==> src/rtl/diff_freq_serial_in.sv <==
// rtl/diff_freq_serial_in.sv - variable-frequency serial capture, LSB first, mid-period sampling
// Optional DIFF_FREQ_SERIAL_IN_SYNC_EN adds two-flop synchronizers on i_start and i_serial_in.
module diff_freq_serial_in #(
  parameter int DATA_BIT        = 32,
  parameter int LOW_PERIOD_CLK  = 9,
  parameter int HIGH_PERIOD_CLK = 3
) (
  input  logic                clk,
  input  logic                rst_n,
  input  logic                i_start,
  input  logic                i_stop,
  input  logic                i_mode,
  input  logic [DATA_BIT-1:0] i_freq_pattern,
  input  logic                i_serial_in,
  output logic [DATA_BIT-1:0] o_data,
  output logic                o_bit_tick,
  output logic                o_done_tick,
  output logic                o_busy
);

  localparam int MAX_P = (LOW_PERIOD_CLK > HIGH_PERIOD_CLK) ? LOW_PERIOD_CLK : HIGH_PERIOD_CLK;
  localparam int CW    = (MAX_P > 1) ? $clog2(MAX_P) : 1;
  localparam int KW    = (DATA_BIT > 1) ? $clog2(DATA_BIT) : 1;

  localparam logic [CW-1:0] LOW_LAST  = CW'(LOW_PERIOD_CLK - 1);
  localparam logic [CW-1:0] LOW_MID   = CW'(LOW_PERIOD_CLK / 2);
  localparam logic [CW-1:0] HIGH_LAST = CW'(HIGH_PERIOD_CLK - 1);
  localparam logic [CW-1:0] HIGH_MID  = CW'(HIGH_PERIOD_CLK / 2);
  localparam logic [KW-1:0] K_LAST    = KW'(DATA_BIT - 1);

  typedef enum logic {S_IDLE, S_DATA} state_t;

  logic start_in;
  logic line_in;

`ifdef DIFF_FREQ_SERIAL_IN_SYNC_EN
  logic [1:0] start_sync;
  logic [1:0] line_sync;

  // Both paths get the same two-cycle delay so sampling stays centred on the line.
  always_ff @(posedge clk) begin
    if (!rst_n) begin
      start_sync <= 2'b00;
      line_sync  <= 2'b00;
    end else begin
      start_sync <= {start_sync[0], i_start};
      line_sync  <= {line_sync[0], i_serial_in};
    end
  end

  assign start_in = start_sync[1];
  assign line_in  = line_sync[1];
`else
  assign start_in = i_start;
  assign line_in  = i_serial_in;
`endif

  state_t              state, state_n;
  logic [DATA_BIT-1:0] freq_q;
  logic                mode_q;
  logic [KW-1:0]       k, k_n;
  logic [CW-1:0]       c, c_n;
  logic [DATA_BIT-1:0] shift, shift_next;
  logic                latch;
  logic                done_n;
  logic                at_mid;
  logic                at_last;

  always_comb begin
    at_mid  = 1'b0;
    at_last = 1'b0;
    if (freq_q[k]) begin
      at_mid  = (c == HIGH_MID);
      at_last = (c == HIGH_LAST);
    end else begin
      at_mid  = (c == LOW_MID);
      at_last = (c == LOW_LAST);
    end
  end

  // The sample taken in the final cycle (period of one) must reach o_data too.
  always_comb begin
    shift_next = shift;
    if (state == S_DATA && at_mid) shift_next[k] = line_in;
  end

  always_comb begin
    state_n = state;
    k_n     = k;
    c_n     = c;
    latch   = 1'b0;
    done_n  = 1'b0;
    case (state)
      S_IDLE: begin
        if (start_in && !i_stop) begin
          state_n = S_DATA;
          k_n     = '0;
          c_n     = '0;
          latch   = 1'b1;
        end
      end
      S_DATA: begin
        if (i_stop) begin
          state_n = S_IDLE;
          k_n     = '0;
          c_n     = '0;
        end else if (at_last) begin
          c_n = '0;
          if (k == K_LAST) begin
            k_n    = '0;
            done_n = 1'b1;
            if (!mode_q) state_n = S_IDLE;
          end else begin
            k_n = k + KW'(1);
          end
        end else begin
          c_n = c + CW'(1);
        end
      end
      default: state_n = S_IDLE;
    endcase
  end

  always_ff @(posedge clk) begin
    if (!rst_n) begin
      state       <= S_IDLE;
      freq_q      <= '0;
      mode_q      <= 1'b0;
      k           <= '0;
      c           <= '0;
      shift       <= '0;
      o_data      <= '0;
      o_done_tick <= 1'b0;
    end else begin
      state       <= state_n;
      k           <= k_n;
      c           <= c_n;
      o_done_tick <= done_n;
      if (latch) begin
        freq_q <= i_freq_pattern;
        mode_q <= i_mode;
        shift  <= '0;
      end else begin
        shift <= shift_next;
      end
      if (done_n) o_data <= shift_next;
    end
  end

  assign o_bit_tick = (state == S_DATA) && at_last;
  assign o_busy     = (state == S_DATA);

endmodule

==> config.mk <==
export PLATFORM = sky130hd
export DESIGN_NAME = diff_freq_serial_in
export DESIGN_NICKNAME = d
export VERILOG_FILES = /design/src/rtl/diff_freq_serial_in.sv
export SDC_FILE = /design/constraint.sdc
export NUM_CORES = 1
export LEC_CHECK = 0
export BUFFER_PORTS_ARGS = -buffer_cell sky130_fd_sc_hd__buf_2
export CAP_MARGIN = 20
export CORE_ASPECT_RATIO = 1.1
export CORE_MARGIN = 4
export CORE_UTILIZATION = 60
export CTS_BUF_LIST = sky130_fd_sc_hd__clkbuf_8
export DETAILED_ROUTE_END_ITERATION = 8
export PLACE_DENSITY = 0.89
export SYNTH_ARGS = -nofsm -noshare
export SYNTH_HDL_FRONTEND = slang
export SYNTH_SLANG_ARGS = --single-unit
==> constraint.sdc <==
create_clock -name clk -period 3.9 [get_ports clk]
set_input_delay 0.195 -clock clk [delete_from_list [all_inputs] [get_ports clk]]
set_output_delay 0.195 -clock clk [all_outputs]
set_load 0.05 [all_outputs]
==> run metrics <==
via count ~4700; worst path cell trace buf_4 -> mux2i_1 -> o221ai_1 -> a22oi_4 -> nand3_1 -> nand2_1 -> and2_1 -> buf_2; via/cell ratio 6.02; final hold vios 0; row count 35; hold_sp i_freq_pattern[11]; share of cells above drive strength 1 about a fifth; HPWL Detailed 9.10 mm; Final min period 3180 ps; Congestion Overflow GR 0; Crit path arrival time 2990 ps; leading area contributor after synthesis dfxtp_1; GPL Wtd Cong between 0.9 and 1; max-slew violations 0; worst skew pair latency 380 ps; WHS Endpoint freq_q[11]; # diodes 0; Area growth, synth to finish 8.83%; CP max stage delay 420 ps; worst r2r dst shift[24]; # hold bufs at CTS 0; hold crit path type in2reg; largest cells by area after synthesis dfxtp_1, nand2_1, mux2i_1, a21oi_1, o22ai_1; Nets roughly 710; TNS Setup 0 ps; Post-Syn Area per Cell about 8.6 um2; clock-pin slew on the worst setup and hold paths 100 ps; most common cell in the netlist nand2_1; # Post-CTS Setup Buffers 0; number of synthesized flops with an enable pin 0; Synth top area share 40.6%; syn_nets between 600 and 700; clk sinks 108; Post-synth top cells nand2_1, dfxtp_1, a21oi_1; Starting Density a little over three fifths; dpl ws approximately 900 ps; Startpoint Class register; outcome finished, final reports clean; Worst Path Required ~3700 ps; first-pass GRT wire length between 20 and 25 mm; reg-to-reg setup timing slack roughly 860 ps; worst-path maximum fanout 19; IO buf count 72; area of the die around 10000 um2; final cell area excluding filler cells 5800 um2; Max Cap Viol 0; H-tree Lvls 3; clk buf depth 2; fmax 0.314 GHz; area of the core 8540 um2; Synthesis Warnings 0; RSZ-0062 raised after global routing false; PwrDens 323 nW/um2; placed cell area about 5600 um2; VDD IR max just over 0.2 mV; Yosys cell types 60; Worst slew margin 44.7%; Post-synth top flop dfxtp_1; DRT antenna net count 0; Ports 73; count of endpoints failing setup in the final report 0; Global Route Usage Sum between 20% and 30%; hold path cells 3; FFs w/ async S/R, synth 0%; largest net degree at the start of global routing 52; DRT Pass-1 Iters 5; post-CTS sizing 0; Worst path slowest cell a22oi_4; Worst Skew 14.7 ps; clk root buf clkbuf_8; fin worst setup slack approximately 700 ps; Mapped Cells slightly above 600; crit end category output pin; flops & latches, synth between 100 and 150; actual slew at the worst max-slew pin between 800 and 900 ps; kind of critical path reg2out; Die Y-Extent 107 um; WL/cell approximately 16 um; Reg2Reg Launch Point k[2]; via count of the first global-routing pass 4524; CTS Buf Count 9; final period utilization between 80 and 90%; sequential area share after synthesis about two fifths; Cell Area, Synth about 5300 um2; DR iter-0 viols roughly 320; DRC 0; initial antenna violation count 0; routed wire length around 13 mm; # fillers 709; chip width between 90 and 100 um; TritonCTS clock tree done; Worst Reg-to-Reg Cells 6; P_leak about 2.2 nW
power breakdown:
part	switching [mW]	internal, mW	total (mW)
Combinational	0.0782	0.0419	0.120
Clock	0.387	0.235	0.622
Sequential	0.0120	1.12	1.13
Total	0.477	1.40	1.87
worst max-delay path, delay by kind of cell, from the launching register on:
family	cells	cell delay, ps
compound gates	2	700
buf+inv	2	570
flops	1	350
mux	1	340
simple gates	3	640
worst max-delay path by stage:
| stage | end | startpoint | cells after the start | slack, ps |
|---|---|---|---|---|
| 5_1_grt | o_bit_tick | k[2] | 7 | 580 |
| 2_1_floorplan | o_bit_tick | k[0] | 8 | 1550 |
| 4_1_cts | o_bit_tick | k[1] | 8 | 700 |
| 3_3_place_gp | shift[0] | k[2] | 6 | 1080 |
| 6_report | o_bit_tick | k[1] | 8 | 720 |
| 3_5_place_dp | shift[16] | k[0] | 6 | 930 |
cell families after synthesis:
family / after synthesis / share of synthesized area, %
simple gates: 234 / 20.8
xor+xnor: 3 / 0.493
fa+ha+maj: 6 / 1.41
mux: 34 / 6.62
buf+inv: 61 / 6.53
flops: 108 / 40.6
compound gates: 172 / 23.6
flip-flops by register name, summed over array words and instances, names as in the netlist:
signal       count
c                4
freq_q          32
k                5
mode_q           1
o_busy           1
o_data          32
o_done_tick      1
shift           32
routing by layer:
layer	track usage, %	vias up	share of wire [%]
met2	43.9	155	50
met1	32.1	2220	43
li1	-	2315	-
met3	4.10	15	5.5
met5	0	-	0
met4	6.63	0	1.2
final cells by class:
cell class              instances  area, um2  share of cell area, %
multi-input cells             449       2830                   48.7
flip-flops and latches        108       2160                   37.3
repair buffers                 82        435                   7.51
well taps                     111        139                   2.39
clock buffers                   9        124                   2.14
inverters                      17       63.8                   1.10
clock inverters                 6       51.3                  0.884
placed cells by master (no fill, tap or decap), types with 8 or more instances in the layout:
cell type / n
buf_2: 72
buf_4: 10
a21oi_1: 60
o311ai_1: 8
o211ai_2: 10
nand3b_1: 8
nand2_1: 133
mux2i_1: 33
nand3_1: 27
o2111ai_1: 10
dfxtp_1: 108
o21ai_1: 9
or4_1: 9
inv_1: 16
nor2_1: 22
clkbuf_8: 9
o21ai_0: 17
o22ai_1: 24
metrics by stage:
step	utilization [%]	total power, mW	hold slack, ps	instances
floorplan	-	1.24	331	618
global placement	65.9	1.27	435	767
detailed placement	65.9	1.28	441	767
CTS	67.9	1.88	36.5	782
global route	67.9	1.96	37.5	782
finish	67.9	1.87	44.0	782
(Power assumes the default switching activity.)
